`config.mk`:
```
export PLATFORM = sky130hd
export DESIGN_NAME = cpu_sequencer_flat
export DESIGN_NICKNAME = d
export VERILOG_FILES = /design/src/rtl/cpu_pkg.sv /design/src/rtl/cpu_sequencer_if.sv /design/src/rtl/cpu_seq_decode.sv /design/src/rtl/cpu_sequencer.sv /design/src/flat_wrapper.sv
export SDC_FILE = /design/constraint.sdc
export NUM_CORES = 1
export LEC_CHECK = 0
export BUFFER_PORTS_ARGS = -buffer_cell sky130_fd_sc_hd__buf_2
export CAP_MARGIN = 0
export CORE_MARGIN = 2
export CORE_UTILIZATION = 50
export CTS_CLUSTER_DIAMETER = 40
export DETAILED_ROUTE_END_ITERATION = 16
export PLACE_DENSITY_LB_ADDON = 0.25
export SLEW_MARGIN = 20
export SYNTH_ARGS = -nofsm -noshare
export SYNTH_HDL_FRONTEND = slang
export SYNTH_SLANG_ARGS = --single-unit
```
`constraint.sdc`:
```
create_clock -name CLK -period 2.98 [get_ports CLK]
set_clock_uncertainty 0.2 [all_clocks]
set_input_delay 0.298 -clock CLK [delete_from_list [all_inputs] [get_ports CLK]]
set_output_delay 0.298 -clock CLK [all_outputs]
set_load 0.03 [all_outputs]
```
`src/rtl/cpu_pkg.sv`:
```
// ============================================================================
//  cpu_pkg
//  Shared opcodes, ALU encodings, sequencer states and the decoded control
//  word used by the cpu_sequencer slice.
//  Revision: 1.0
// ============================================================================
`default_nettype none

package cpu_pkg;

  localparam logic [3:0] OP_NOP  = 4'h0;
  localparam logic [3:0] OP_ADD  = 4'h1;
  localparam logic [3:0] OP_SUB  = 4'h2;
  localparam logic [3:0] OP_AND  = 4'h3;
  localparam logic [3:0] OP_OR   = 4'h4;
  localparam logic [3:0] OP_XOR  = 4'h5;
  localparam logic [3:0] OP_ADDI = 4'h6;
  localparam logic [3:0] OP_LD   = 4'h7;
  localparam logic [3:0] OP_ST   = 4'h8;
  localparam logic [3:0] OP_BEQ  = 4'h9;
  localparam logic [3:0] OP_JMP  = 4'hA;
  localparam logic [3:0] OP_HLT  = 4'hF;

  localparam logic [2:0] ALU_ADD    = 3'b000;
  localparam logic [2:0] ALU_SUB    = 3'b001;
  localparam logic [2:0] ALU_AND    = 3'b010;
  localparam logic [2:0] ALU_OR     = 3'b011;
  localparam logic [2:0] ALU_XOR    = 3'b100;
  localparam logic [2:0] ALU_PASS_B = 3'b101;

  // ST_PAUSE is only reachable when single-stepping is compiled in.
  typedef enum logic [2:0] {
    ST_FETCH  = 3'd0,
    ST_DECODE = 3'd1,
    ST_EXEC   = 3'd2,
    ST_MEM    = 3'd3,
    ST_WB     = 3'd4,
    ST_HALT   = 3'd5,
    ST_PAUSE  = 3'd6
  } state_t;

  typedef struct packed {
    logic [2:0] alu_op;
    logic       src_imm;
    logic       reg_we;
    logic       wsel_mem;
    logic       is_mem;
    logic       is_store;
    logic       is_branch;
    logic       is_jump;
    logic       is_halt;
    logic       illegal;
  } ctrl_t;

endpackage

`default_nettype wire

```
`src/rtl/cpu_sequencer_if.sv`:
```
// ============================================================================
//  cpu_sequencer_if
//  Memory, ALU and register-file control bundle between the sequencer
//  (master) and the memories/datapath (slave).
//  Revision: 1.0
// ============================================================================
`default_nettype none

interface cpu_sequencer_if #(
  parameter int PC_WIDTH = 8
);
  logic                IMEM_REQ;
  logic [PC_WIDTH-1:0] IMEM_ADDR;
  logic                IMEM_ACK;
  logic [15:0]         IMEM_RDATA;
  logic                DMEM_REQ;
  logic                DMEM_WE;
  logic [7:0]          DMEM_ADDR;
  logic                DMEM_ACK;
  logic [2:0]          ALU_OP;
  logic                ALU_SRC_IMM;
  logic                ALU_ZERO;
  logic                REG_WE;
  logic                REG_WSEL_MEM;
  logic [15:0]         Instruction;
  logic [PC_WIDTH-1:0] PC;
  logic                HALTED;
  logic                FAULT;
  logic                ILLEGAL;

  modport master (
    output IMEM_REQ, IMEM_ADDR, DMEM_REQ, DMEM_WE, DMEM_ADDR,
           ALU_OP, ALU_SRC_IMM, REG_WE, REG_WSEL_MEM,
           Instruction, PC, HALTED, FAULT, ILLEGAL,
    input  IMEM_ACK, IMEM_RDATA, DMEM_ACK, ALU_ZERO
  );

  modport slave (
    input  IMEM_REQ, IMEM_ADDR, DMEM_REQ, DMEM_WE, DMEM_ADDR,
           ALU_OP, ALU_SRC_IMM, REG_WE, REG_WSEL_MEM,
           Instruction, PC, HALTED, FAULT, ILLEGAL,
    output IMEM_ACK, IMEM_RDATA, DMEM_ACK, ALU_ZERO
  );

endinterface

`default_nettype wire

```
`src/rtl/cpu_seq_decode.sv`:
```
// ============================================================================
//  cpu_seq_decode
//  Purely combinational opcode to control-word decoder.
//  Revision: 1.0
// ============================================================================
`default_nettype none

module cpu_seq_decode
  import cpu_pkg::*;
(
  input  logic [3:0] opcode,
  output ctrl_t      ctrl
);

  always_comb begin
    ctrl        = '0;
    ctrl.alu_op = ALU_ADD;
    case (opcode)
      OP_NOP:  ;
      OP_ADD:  ctrl.reg_we = 1'b1;
      OP_SUB:  begin ctrl.alu_op = ALU_SUB; ctrl.reg_we = 1'b1; end
      OP_AND:  begin ctrl.alu_op = ALU_AND; ctrl.reg_we = 1'b1; end
      OP_OR:   begin ctrl.alu_op = ALU_OR;  ctrl.reg_we = 1'b1; end
      OP_XOR:  begin ctrl.alu_op = ALU_XOR; ctrl.reg_we = 1'b1; end
      OP_ADDI: begin ctrl.src_imm = 1'b1; ctrl.reg_we = 1'b1; end
      OP_LD:   begin ctrl.is_mem = 1'b1; ctrl.reg_we = 1'b1; ctrl.wsel_mem = 1'b1; end
      OP_ST:   begin ctrl.is_mem = 1'b1; ctrl.is_store = 1'b1; end
      OP_BEQ:  begin ctrl.alu_op = ALU_SUB; ctrl.is_branch = 1'b1; end
      OP_JMP:  ctrl.is_jump = 1'b1;
      OP_HLT:  ctrl.is_halt = 1'b1;
      // Undefined opcodes behave as NOP apart from the ILLEGAL flag.
      default: ctrl.illegal = 1'b1;
    endcase
  end

endmodule

`default_nettype wire

```
`src/rtl/cpu_sequencer.sv`:
```
// ============================================================================
//  cpu_sequencer
//  Multi-cycle fetch/decode/exec/mem/writeback control unit with PC,
//  instruction register and acknowledge timeout.
//  Optional feature macro: CPU_SEQ_STEP_EN (adds STEP input and PAUSE state).
//  Revision: 1.0
// ============================================================================
`default_nettype none

module cpu_sequencer
  import cpu_pkg::*;
#(
  parameter int PC_WIDTH   = 8,
  parameter int RESET_PC   = 0,
  parameter int WAIT_LIMIT = 15
) (
  input  logic CLK,
  input  logic RESET_N,
`ifdef CPU_SEQ_STEP_EN
  input  logic STEP,
`endif
  cpu_sequencer_if.master bus
);

  localparam int                  CNT_W    = (WAIT_LIMIT < 2) ? 1 : $clog2(WAIT_LIMIT);
  localparam logic [CNT_W-1:0]    LIMIT_M1 = CNT_W'(WAIT_LIMIT - 1);
  localparam logic [PC_WIDTH-1:0] RST_PC   = PC_WIDTH'(RESET_PC);

  state_t              r_state;
  state_t              w_next;
  logic                r_started;
  logic                r_taken;
  logic                r_fault;
  logic [15:0]         r_instr;
  logic [PC_WIDTH-1:0] r_pc;
  logic [CNT_W-1:0]    r_wait;
  ctrl_t               w_ctrl;
  logic                w_wait_req;
  logic                w_wait_ack;
  logic                w_timeout;

  cpu_seq_decode u_decode (
    .opcode (r_instr[15:12]),
    .ctrl   (w_ctrl)
  );

  // r_started keeps FETCH silent for the cycle in which reset is released.
  always_comb begin
    w_wait_req = ((r_state == ST_FETCH) && r_started) || (r_state == ST_MEM);
    w_wait_ack = (r_state == ST_FETCH) ? bus.IMEM_ACK : bus.DMEM_ACK;
    w_timeout  = w_wait_req && !w_wait_ack && (r_wait == LIMIT_M1);
  end

  always_comb begin
    w_next = r_state;
    case (r_state)
      ST_FETCH: begin
        if (r_started) begin
          if (bus.IMEM_ACK)  w_next = ST_DECODE;
          else if (w_timeout) w_next = ST_HALT;
        end
      end
      ST_DECODE: w_next = ST_EXEC;
      ST_EXEC: begin
        if (w_ctrl.is_halt)     w_next = ST_HALT;
        else if (w_ctrl.is_mem) w_next = ST_MEM;
        else                    w_next = ST_WB;
      end
      ST_MEM: begin
        if (bus.DMEM_ACK)   w_next = ST_WB;
        else if (w_timeout) w_next = ST_HALT;
      end
`ifdef CPU_SEQ_STEP_EN
      ST_WB:    w_next = ST_PAUSE;
      ST_PAUSE: if (STEP) w_next = ST_FETCH;
`else
      ST_WB:    w_next = ST_FETCH;
`endif
      ST_HALT:  w_next = ST_HALT;
      default:  w_next = ST_FETCH;
    endcase
  end

  always_ff @(posedge CLK or negedge RESET_N) begin
    if (!RESET_N) begin
      r_state   <= ST_FETCH;
      r_started <= 1'b0;
      r_taken   <= 1'b0;
      r_fault   <= 1'b0;
      r_instr   <= '0;
      r_pc      <= RST_PC;
      r_wait    <= '0;
    end else begin
      r_state   <= w_next;
      r_started <= 1'b1;
      r_fault   <= r_fault | w_timeout;
      if ((r_state == ST_FETCH) && r_started && bus.IMEM_ACK)
        r_instr <= bus.IMEM_RDATA;
      if (r_state == ST_EXEC)
        r_taken <= w_ctrl.is_branch & bus.ALU_ZERO;
      if (r_state == ST_WB) begin
        if (w_ctrl.is_jump || (w_ctrl.is_branch && r_taken))
          r_pc <= PC_WIDTH'(r_instr[7:0]);
        else
          r_pc <= r_pc + PC_WIDTH'(1);
      end
      // Any state change restarts the acknowledge wait count.
      if (w_next != r_state)
        r_wait <= '0;
      else if (w_wait_req && !w_wait_ack)
        r_wait <= r_wait + CNT_W'(1);
    end
  end

  assign bus.IMEM_REQ     = (r_state == ST_FETCH) && r_started;
  assign bus.IMEM_ADDR    = r_pc;
  assign bus.DMEM_REQ     = (r_state == ST_MEM);
  assign bus.DMEM_WE      = (r_state == ST_MEM) && w_ctrl.is_store;
  assign bus.DMEM_ADDR    = r_instr[7:0];
  assign bus.ALU_OP       = (r_state == ST_EXEC) ? w_ctrl.alu_op : ALU_ADD;
  assign bus.ALU_SRC_IMM  = (r_state == ST_EXEC) && w_ctrl.src_imm;
  assign bus.REG_WE       = (r_state == ST_WB) && w_ctrl.reg_we;
  assign bus.REG_WSEL_MEM = (r_state == ST_WB) && w_ctrl.wsel_mem;
  assign bus.Instruction  = r_instr;
  assign bus.PC           = r_pc;
  assign bus.HALTED       = (r_state == ST_HALT);
  assign bus.FAULT        = r_fault;
  assign bus.ILLEGAL      = (r_state == ST_DECODE) && w_ctrl.illegal;

endmodule

`default_nettype wire
```
`src/flat_wrapper.sv`:
```
// flat-port wrapper written by rule: the top's interface ports become plain ports
module cpu_sequencer_flat import cpu_pkg::*;
#(
  parameter int PC_WIDTH   = 8,
  parameter int RESET_PC   = 0,
  parameter int WAIT_LIMIT = 15
)
  (CLK, RESET_N, bus_IMEM_REQ, bus_IMEM_ADDR, bus_DMEM_REQ, bus_DMEM_WE, bus_DMEM_ADDR, bus_ALU_OP, bus_ALU_SRC_IMM, bus_REG_WE, bus_REG_WSEL_MEM, bus_Instruction, bus_PC, bus_HALTED, bus_FAULT, bus_ILLEGAL, bus_IMEM_ACK, bus_IMEM_RDATA, bus_DMEM_ACK, bus_ALU_ZERO);
  cpu_sequencer_if #(.PC_WIDTH(PC_WIDTH)) bus_i ();
  input  logic CLK;
  input  logic RESET_N;
  output wire logic [$bits(bus_i.IMEM_REQ)-1:0] bus_IMEM_REQ;
  output wire logic [$bits(bus_i.IMEM_ADDR)-1:0] bus_IMEM_ADDR;
  output wire logic [$bits(bus_i.DMEM_REQ)-1:0] bus_DMEM_REQ;
  output wire logic [$bits(bus_i.DMEM_WE)-1:0] bus_DMEM_WE;
  output wire logic [$bits(bus_i.DMEM_ADDR)-1:0] bus_DMEM_ADDR;
  output wire logic [$bits(bus_i.ALU_OP)-1:0] bus_ALU_OP;
  output wire logic [$bits(bus_i.ALU_SRC_IMM)-1:0] bus_ALU_SRC_IMM;
  output wire logic [$bits(bus_i.REG_WE)-1:0] bus_REG_WE;
  output wire logic [$bits(bus_i.REG_WSEL_MEM)-1:0] bus_REG_WSEL_MEM;
  output wire logic [$bits(bus_i.Instruction)-1:0] bus_Instruction;
  output wire logic [$bits(bus_i.PC)-1:0] bus_PC;
  output wire logic [$bits(bus_i.HALTED)-1:0] bus_HALTED;
  output wire logic [$bits(bus_i.FAULT)-1:0] bus_FAULT;
  output wire logic [$bits(bus_i.ILLEGAL)-1:0] bus_ILLEGAL;
  input wire logic [$bits(bus_i.IMEM_ACK)-1:0] bus_IMEM_ACK;
  input wire logic [$bits(bus_i.IMEM_RDATA)-1:0] bus_IMEM_RDATA;
  input wire logic [$bits(bus_i.DMEM_ACK)-1:0] bus_DMEM_ACK;
  input wire logic [$bits(bus_i.ALU_ZERO)-1:0] bus_ALU_ZERO;
  assign bus_IMEM_REQ = bus_i.IMEM_REQ;
  assign bus_IMEM_ADDR = bus_i.IMEM_ADDR;
  assign bus_DMEM_REQ = bus_i.DMEM_REQ;
  assign bus_DMEM_WE = bus_i.DMEM_WE;
  assign bus_DMEM_ADDR = bus_i.DMEM_ADDR;
  assign bus_ALU_OP = bus_i.ALU_OP;
  assign bus_ALU_SRC_IMM = bus_i.ALU_SRC_IMM;
  assign bus_REG_WE = bus_i.REG_WE;
  assign bus_REG_WSEL_MEM = bus_i.REG_WSEL_MEM;
  assign bus_Instruction = bus_i.Instruction;
  assign bus_PC = bus_i.PC;
  assign bus_HALTED = bus_i.HALTED;
  assign bus_FAULT = bus_i.FAULT;
  assign bus_ILLEGAL = bus_i.ILLEGAL;
  assign bus_i.IMEM_ACK = bus_IMEM_ACK;
  assign bus_i.IMEM_RDATA = bus_IMEM_RDATA;
  assign bus_i.DMEM_ACK = bus_DMEM_ACK;
  assign bus_i.ALU_ZERO = bus_ALU_ZERO;
  cpu_sequencer #(.PC_WIDTH(PC_WIDTH), .RESET_PC(RESET_PC), .WAIT_LIMIT(WAIT_LIMIT)) u_core (.CLK(CLK), .RESET_N(RESET_N), .bus(bus_i));
endmodule
```
==> metrics.json <==
{
  "outcome": "finished, final reports clean",
  "final_period_minus_worst_setup_slack_ns": 2.665,
  "cts_tree": "yes",
  "grt_pass1_vias": 1493,
  "synth_top_cells_by_area": "sky130_fd_sc_hd__dfrtp_1 (41%), sky130_fd_sc_hd__buf_4 (5.9%), sky130_fd_sc_hd__mux2_1 (4.4%), sky130_fd_sc_hd__mux2_2 (4.4%), sky130_fd_sc_hd__mux2i_1 (3.4%)",
  "maxCapViolCount": 0,
  "viasPerCell": 5.442,
  "post_synth_fa_ha_maj_area_fraction": 0.01830,
  "syn2layout_area_growth_pct": 17.27,
  "drt.antenna.violating_nets": 0,
  "yosysTopAreaCellShare": 0.4149,
  "worstMarginPinSlew_ns": 1.037,
  "synthFlopType": "sky130_fd_sc_hd__dfrtp_1",
  "post_synth_xor_area_fraction": 0.01708,
  "ys_warn_count": 0,
  "clock_path_buffers": 2,
  "number_of_buffers_added_by_the_clock_tree_synthesis_step": 5,
  "numPortBuffers": 72,
  "drt_pass1_iterations": 4,
  "post_synthesis_share_of_cell_area_spent_on_and_or_nand_and_nor_gates": 0.2074,
  "cts.htree.levels": 2,
  "grtUsageMet2": 0.2876,
  "yosysSeqAreaShare": 0.4149,
  "die_area_mm2": 0.004629,
  "critical_path.most_common_cell": "sky130_fd_sc_hd__or3b_1",
  "drcViolationCount": 0,
  "global_route.usage.met1": 0.2764,
  "peak_supply_drop_v": 0.0002340,
  "antenna-diode-count": 0,
  "cp_data_arrival_time_ns": 2.17,
  "setup_tns_ns": 0,
  "synthesis.instances": 206,
  "avgSynthCellArea_um2": 9.955,
  "hold_path_class": "in -> reg",
  "clkLatencyLatePin_ns": 0.28,
  "final_nets": 283,
  "coreArea_mm2": 0.003971,
  "initial_core_util": 0.5164,
  "gr-usage-all-layers": 0.1955,
  "synth_top_family_by_area": "simple AND/OR/NAND/NOR gates",
  "maximum_number_of_pins_on_one_net_before_global_route_repair": 35,
  "globalRoute.busiestLayer": "met2",
  "setup_ws_ns": 0.3153,
  "initialDrtViolationCount": 86,
  "asyncSetResetFlopFracSynth": 1.000,
  "cp_slowest_stage_delay_ns": 0.54,
  "gr-usage-met3": 0.03947,
  "clock_tree.root_cell": "sky130_fd_sc_hd__clkbuf_8",
  "power.leakage_nw": 1.312,
  "timing_hold_violations_final": 0,
  "setup.worst_path.class": "reg -> out",
  "synthDistinctLibCells": 51,
  "timing.slew.headroom": 0.3044,
  "die_w_um": 68.04,
  "final_max_tran_viols": 0,
  "worst_setup_hold_path_clk_slew_ns": 0.07,
  "synth_commonest_cells": "sky130_fd_sc_hd__dfrtp_1 (34), sky130_fd_sc_hd__buf_4 (16), sky130_fd_sc_hd__nand2_1 (14), sky130_fd_sc_hd__a21oi_1 (10), sky130_fd_sc_hd__nand3_1 (10)",
  "post-synth-top-count-cell": "sky130_fd_sc_hd__dfrtp_1",
  "critical_path.cell_chain": "or3b_1, or3b_1, nor3b_1, buf_2",
  "clock-sinks": 34,
  "die_h_um": 68.04,
  "total_power_mw": 0.8448,
  "mappedNetlistArea_mm2": 0.002051,
  "synth_compound_area_frac": 0.1226,
  "synth_nets": 230,
  "routed_wirelength_um": 4211,
  "preCtsSetupSlack_ns": 0.6073,
  "worst_ep_required_time_ns": 2.48,
  "multi_input_combinational_cell_area_mm2": 0.001003,
  "number_of_enable_flip_flop_cells_after_synthesis": 0,
  "num_vias": 1687,
  "report.final.setup_viol": 0,
  "num-fill-cells": 350,
  "hpwl_reported_at_the_end_of_detailed_placement_um": 3048,
  "max_clock_freq_mhz": 375.3,
  "slowest_stage": "sky130_fd_sc_hd__dfrtp_1",
  "power_density_of_the_placed_cells_mw_per_mm2": 351.3,
  "drive_above_1_share": 0.3692,
  "antenna_found_initial": 0,
  "ios": 73,
  "yosys.area.top_type": "sky130_fd_sc_hd__dfrtp_1",
  "post-route-period-util": 0.8942,
  "place_congestion": 0.8461,
  "synth-seq-cells": 34,
  "crit_path_end_kind": "output port",
  "max_fo_critical_path": 14,
  "grt_overflow_total": 0,
  "num_rows": 23,
  "drt-wirelength-per-cell_um": 13.58,
  "rsz0062_at_grt": "no",
  "register_area_um2": 850.8,
  "grt_pass1_wl_um": 6762,
  "synthMuxAreaShare": 0.1220,
  "start_kind": "register"
}
through the flow:
step,utilization,cell area (um^2),hold WS (ns),std cells
detailed placement,0.5791,2300,0.2181,301
global placement,0.5791,2300,0.2270,301
floorplan,-,2051,-0.1976,206
finish,0.6055,2405,0.02200,310
global route,0.6055,2405,0.01903,310
CTS,0.6055,2405,0.01640,310
worst max-delay path: cells and delay by family (launching register included):
kind / cells / cell delay [ns]
and+or+nand+nor: 3 / 1.12
DFF: 1 / 0.54
buffers and inverters: 1 / 0.23
kinds of logic (layout without fill, tap and decap cells):
logic type	Yosys count	count (layout)
XOR/XNOR	4	4
adder cells (fa/ha/maj)	3	3
AO/OA/AOI/OAI	35	35
flip-flops	34	34
multiplexers	23	23
other	1	1
buffers and inverters	33	87
AND/OR/NAND/NOR	73	73
cell type report:
type                       instances  area share
clock inverter                     2    0.005203
timing repair buffer              73      0.1540
sequential                        34      0.3538
clock buffer                       6     0.03434
tap                               50     0.02601
inverter                           6    0.009365
multi-input combinational        139      0.4173
flip-flops by register name, summed over array words and instances (netlist names):
signal,count
u_core.bus.FAULT,1
u_core.r_state,3
u_core.bus.Instruction,16
u_core.r_wait,4
u_core.bus.IMEM_ADDR,8
u_core.r_taken,1
u_core.r_started,1
layout by cell type (no fill, tap or decap), types with 4 or more instances in the layout:
master / count
sky130_fd_sc_hd__a21oi_1: 10
sky130_fd_sc_hd__and3_1: 4
sky130_fd_sc_hd__buf_2: 72
sky130_fd_sc_hd__clkbuf_8: 6
sky130_fd_sc_hd__dfrtp_1: 34
sky130_fd_sc_hd__inv_1: 6
sky130_fd_sc_hd__mux2_1: 8
sky130_fd_sc_hd__mux2_2: 8
sky130_fd_sc_hd__mux2i_1: 7
sky130_fd_sc_hd__nand2_1: 14
sky130_fd_sc_hd__nand2b_1: 4
sky130_fd_sc_hd__nand3_1: 10
sky130_fd_sc_hd__nor2_1: 9
sky130_fd_sc_hd__nor2b_1: 5
sky130_fd_sc_hd__nor3_1: 6
sky130_fd_sc_hd__o21ai_0: 5
report_power, final:
part           total (mW)  switching [mW]  internal (mW)
clock network       0.358           0.172          0.186
logic              0.0242          0.0131         0.0111
registers           0.463        0.000754          0.462
total               0.845           0.186          0.659
metal layers:
layer	vias up	share of wire
met5	-	0
met1	799	0.48
li1	819	-
met2	64	0.44
met4	0	0.013
met3	5	0.062
what timing repair did:
| item | CTS | global route |
|---|---|---|
| resized for setup | 0 | 0 |
| hold buffers | 1 | 0 |
| endpoints found under the hold margin | 34 | 0 |
| endpoints found under the setup margin | 0 | 0 |
| buffers inserted | 0 | 0 |
worst paths after layout:
check,startpoint,end,slack [ns],depth (start not counted)
max in group asynchronous,RESET_N,u_core.r_taken$_DFFE_PN0P_,1.68,2
worst max register to register,u_core.bus.Instruction[13]$_DFFE_PN0P_,u_core.bus.IMEM_ADDR[2]$_DFFE_PN0N_,0.66,4
worst max-delay path,u_core.r_state[2]$_DFF_PN0_,bus_ALU_OP[2],0.32,4
worst min register to register,u_core.bus.FAULT$_DFF_PN0_,u_core.bus.FAULT$_DFF_PN0_,0.26,1
worst min-delay path,bus_IMEM_RDATA[10],u_core.bus.Instruction[10]$_DFFE_PN0P_,0.02,2
min in group asynchronous,RESET_N,u_core.r_wait[1]$_DFFE_PN0P_,0.40,2
Note: power is estimated with default switching activity, not from simulation.
